## config.mk

```make
export PLATFORM = sky130hd
export DESIGN_NAME = obi_sram_bridge
export DESIGN_NICKNAME = d
export VERILOG_FILES = /design/src/rtl/obi_sram_bridge.sv
export SDC_FILE = /design/constraint.sdc
export NUM_CORES = 1
export LEC_CHECK = 0
export BUFFER_PORTS_ARGS = -buffer_cell sky130_fd_sc_hd__buf_2
export CORE_AREA = 2 2 78 80
export DETAILED_ROUTE_END_ITERATION = 8
export DIE_AREA = 0 0 80 82
export SETUP_SLACK_MARGIN = 0.15
export SLEW_MARGIN = 30
export SYNTH_ARGS = -nofsm -noshare
export SYNTH_HDL_FRONTEND = slang
export SYNTH_SLANG_ARGS = --single-unit
```

## constraint.sdc

```tcl
create_clock -name clk_i -period 4.31 [get_ports clk_i]
set_input_delay 1.293 -clock clk_i [delete_from_list [all_inputs] [get_ports clk_i]]
set_output_delay 1.293 -clock clk_i [all_outputs]
set_load 0.1 [all_outputs]
```

## src/rtl/obi_sram_bridge.sv

```systemverilog
// rtl/obi_sram_bridge.sv - OBI req/gnt/rvalid slave to single-port fixed-latency SRAM bridge
`timescale 1ns/1ps
module obi_sram_bridge #(
  parameter int unsigned AddrWidth  = 14,
  parameter logic [31:0] BaseAddr   = 32'h0000_0000,
  parameter int unsigned MemLatency = 1
) (
  input  logic                 clk_i,
  input  logic                 rst_ni,
  input  logic                 req_i,
  output logic                 gnt_o,
  input  logic [31:0]          addr_i,
  input  logic                 we_i,
  input  logic [3:0]           be_i,
  input  logic [31:0]          wdata_i,
  output logic                 rvalid_o,
  output logic [31:0]          rdata_o,
  output logic                 err_o,
  output logic                 mem_req_o,
  input  logic                 mem_gnt_i,
  output logic                 mem_we_o,
  output logic [3:0]           mem_be_o,
  output logic [AddrWidth-1:0] mem_addr_o,
  output logic [31:0]          mem_wdata_o,
  input  logic [31:0]          mem_rdata_i,
  output logic [7:0]           err_cnt_o,
  input  logic                 err_clr_i
);

  logic [32:0] w_addr_ext;
  logic [32:0] w_lo;
  logic [32:0] w_hi;
  logic        w_in_range;
  logic        w_accept;
  logic        w_resp_vld;
  logic        w_resp_rd;
  logic        w_resp_err;

  logic [MemLatency-1:0] r_vld;
  logic [MemLatency-1:0] r_rd;
  logic [MemLatency-1:0] r_err;
  logic [7:0]            r_err_cnt;

  // 33-bit compare so a window ending at 4 GiB does not wrap to zero
  assign w_addr_ext = {1'b0, addr_i};
  assign w_lo       = {1'b0, BaseAddr};
  assign w_hi       = w_lo + (33'd1 << (AddrWidth + 2));
  assign w_in_range = (w_addr_ext >= w_lo) && (w_addr_ext < w_hi);

  assign mem_addr_o  = AddrWidth'((addr_i - BaseAddr) >> 2);
  assign mem_req_o   = req_i & w_in_range;
  assign mem_we_o    = we_i;
  assign mem_be_o    = be_i;
  assign mem_wdata_o = wdata_i;

  // Out-of-range requests are granted at once; they never wait for the arbiter
  assign gnt_o    = req_i & (~w_in_range | mem_gnt_i);
  assign w_accept = req_i & gnt_o;

  always_ff @(posedge clk_i or negedge rst_ni) begin
    if (!rst_ni) begin
      r_vld     <= '0;
      r_rd      <= '0;
      r_err     <= '0;
      r_err_cnt <= '0;
    end else begin
      r_vld[0] <= w_accept;
      r_rd[0]  <= ~we_i;
      r_err[0] <= ~w_in_range;
      for (int i = 1; i < MemLatency; i++) begin
        r_vld[i] <= r_vld[i-1];
        r_rd[i]  <= r_rd[i-1];
        r_err[i] <= r_err[i-1];
      end
      if (err_clr_i) begin
        r_err_cnt <= '0;
      end else if (w_resp_vld && w_resp_err && (r_err_cnt != 8'hFF)) begin
        r_err_cnt <= r_err_cnt + 8'd1;
      end
    end
  end

  assign w_resp_vld = r_vld[MemLatency-1];
  assign w_resp_rd  = r_rd[MemLatency-1];
  assign w_resp_err = r_err[MemLatency-1];

  assign rvalid_o  = w_resp_vld;
  assign err_o     = w_resp_vld & w_resp_err;
  assign rdata_o   = (w_resp_vld && w_resp_rd && !w_resp_err) ? mem_rdata_i : 32'h0;
  assign err_cnt_o = r_err_cnt;

endmodule

```

==> results.txt <==
* Final hold violations: 0
- Global routing met3 resource utilization: 1.76%
- Mapped Nets: 256
- Post-layout minimum cycle time: 3720 ps
* GRT Max-Usage Layer: met2
- In this run the mean area of a mapped cell was 7.78 sq um.
* Setup TNS Final: 0 ps
* Share of the synthesized area in the top cell type: 33.7%
* Count of synthesis-stage warnings from yosys: 0
- The later pin in the worst-skew pair is clocked with a latency of 240 ps.
- For the worst flop-to-flop path, the logic depth is 5.
- The longest clock path from root to sink contains 2 buffers.
- Type of the worst setup path: in -> out
- After clock tree synthesis, the repair step resized 0 gates.
- Buffers added to address setup during post-CTS repair amount to 0.
- Grt met2 use: 12.8%
* Overflow left after global routing: 0
- In the final routed layout, each cell accounts on average for 10.7 um.
* Synthesized cell area: 1160 sq um
* Ratio of final minimum period to clock period: 86.2%
- I/O Pins: 201
- After detailed routing, the number of vias per cell comes to 4.14.
* Worst min path class: reg -> reg
* Effective utilization at floorplan: 20.2%
* Power density of the placed cells: 199 nW/um^2
- In this run, CTS created clock tree buffers numbering 3.
- Count of nets after finishing: 304
- Top cell type by total area after synthesis: sky130_fd_sc_hd__buf_4
- CTS built an H-tree with a depth of 1.
- In this run, synthesis produced a sequential element count of 11.
* Number of max-cap violations: 0
- After the first detailed-routing iteration, the DRC count stood at 40.
- Clock sink count: 11
- Largest net degree at the start of global routing: 33
* Met1 Use GR: 7.31%
- For the pin with the worst max-slew slack, the measured transition is 503 ps.
- The post-route netlist has 53.1% of its cells at a drive strength greater than 1.
- Crit path capture type: output pin
- In the synthesized netlist, the number of instances is 149.
- Counting instances, the worst hold path has a depth of 2.
- Routed wire length: 2890 um
* Number of rows in the core area: 28
- Number of antenna violations at the first check in global routing: 0
- Fraction of the yosys area taken by sequential cells: 23.7%
* Clock tree from TritonCTS: built
- Cell variety after synth: 28
- For this run, design rule violations remaining after detail routing come to 0.
* Clock-pin slew on the worst setup and hold paths: 50 ps
* Drt first pass iters: 3
- In the final layout, flip-flops and latches occupy 275 sq um.
- In this run the worst path has a maximum fanout of 3.
- Number of endpoints failing setup at the final stage: 0
- Unrepaired setup endpoints after global routing: false
- Result of the run: finished clean
- The die covers 6560 sq um.
* Diodes inserted: 0
* Global-route wire length before repair: 3750 um
* Overall die height: 82 um
- The worst pin sits at a relative slew slack of 66.7%.
* Final ANT Viol Nets: 0
- In the final layout, the multi-input gates occupy 470 sq um.
- Filler cell count in the final layout: 640
* CORE AREA: 5750 sq um
* Largest cells by area after synthesis: sky130_fd_sc_hd__buf_4, sky130_fd_sc_hd__dfrtp_1, sky130_fd_sc_hd__and2_1
* Fmax: 269 MHz
- On the final layout, the worst clock skew is 4.79 ps.
* Routability cong.: 0.770
- The number of pins with negative max-slew slack in the final report was 0.
* Worst ir drop on vdd: 0.0744 mV
- The number of global-route vias before repair was 856.
- P&R area growth vs syn: 20.2%
- For the worst setup path, the data arrival time is 2420 ps.
* Startpoint type of the worst setup path: primary input
- LEAKAGE: 0.798 nW
- Detailed placement finished with a half-perimeter wire length of 2420 um.
- The final route contains 1121 vias.
* Tot GR Track Use: 7.24%
- Number of buffers added on ports: 98
- Critical Path RT: 3020 ps
- The die is 80 um wide.
- Power comes to 0.278 mW.
- Hold-fix buffers at CTS: 0
- The root buffer cell chosen for the clock tree is sky130_fd_sc_hd__clkbuf_8.
==> worst max-delay path: stages <==
cell	delay, ps
sky130_fd_sc_hd__buf_2	90
sky130_fd_sc_hd__nor4_1	290
sky130_fd_sc_hd__nand4_1	200
sky130_fd_sc_hd__nor2_2	110
sky130_fd_sc_hd__buf_2	430
==> cell families after synthesis <==
family	synth area share, %
muxes	0.863
AOI/OAI and AO/OA	4.42
and+or+nand+nor	32.5
adders and majority gates	1.08
DFF	23.7
buffers and inverters	35.9
xor gates and xnor gates	1.51
==> metrics by stage <==
step	util, %	area, sq um	setup slack, ps	cells	hold slack (ps)
after floorplan	-	1160	231	149	708
after global placement	23.5	1350	561	267	565
after detailed placement	23.5	1350	556	267	571
after CTS	24.3	1390	547	271	583
after global routing	24.3	1390	447	271	639
final	24.3	1390	593	271	572
==> routing by layer <==
| layer | up-vias | part of all wire [%] |
|---|---|---|
| met1 | 490 | 35 |
| met4 | 0 | 4.4 |
| li1 | 526 | - |
| met3 | 26 | 12 |
| met2 | 79 | 48 |
| met5 | - | 0 |
==> final cells by class <==
| class | instances | share of cell area [%] |
|---|---|---|
| Sequential cell | 11 | 19.7 |
| Timing Repair Buffer | 99 | 35.7 |
| Inverter | 3 | 0.808 |
| Tap cell | 75 | 6.73 |
| Clock buffer | 4 | 3.23 |
| Multi-Input combinational cell | 79 | 33.8 |
==> layout by cell type (no fill, tap or decap), types with 2 or more instances in the layout <==
cell | Yosys | final
sky130_fd_sc_hd__nor4_1 | 4 | 4
sky130_fd_sc_hd__clkbuf_8 | 0 | 3
sky130_fd_sc_hd__nand2_1 | 4 | 4
sky130_fd_sc_hd__nand3_1 | 2 | 2
sky130_fd_sc_hd__dfrtp_1 | 11 | 11
sky130_fd_sc_hd__inv_1 | 3 | 3
sky130_fd_sc_hd__nor3_1 | 4 | 4
sky130_fd_sc_hd__buf_2 | 0 | 98
sky130_fd_sc_hd__a21oi_1 | 4 | 4
sky130_fd_sc_hd__nor2_1 | 10 | 9
sky130_fd_sc_hd__and2_1 | 33 | 33
sky130_fd_sc_hd__nand4_1 | 3 | 3
==> registers in the layout, summed over array words and instances (netlist names) <==
register   count
err_cnt_o      8
r_err          1
r_rd           1
rvalid_o       1
==> power breakdown <==
part           internal, mW  switching, mW  total, mW
combinational        0.0228         0.0435     0.0663
sequential            0.106        0.00282      0.109
clock                0.0648         0.0376      0.102
==> final timing paths <==
kind	start	end	slack (ps)
min reg2reg	err_cnt_o[1]	err_cnt_o[1]	570
max in group asynchronous	rst_ni	r_rd	3170
min	err_cnt_o[1]	err_cnt_o[1]	570
max	addr_i[26]	mem_req_o	590
max reg2reg	err_cnt_o[0]	err_cnt_o[5]	2840
min in group asynchronous	rst_ni	err_cnt_o[5]	920
==> Yosys cell counts (all sizes together) <==
cell	count
nand4	3
nor4	4
nor2	10
a31oi	1
nor4b	1
a211oi	1
or4	1
buf	53
inv	3
nand3	2
or3	1
xor2	1
and2	33
a21oi	4
xnor2	1
clkbuf	3
ha	1
dfrtp	11
o31ai	1
o21ai	2
and3	1
mux2i	1
nand2	5
nor3	4
and4	1
(Power assumes the default switching activity.)
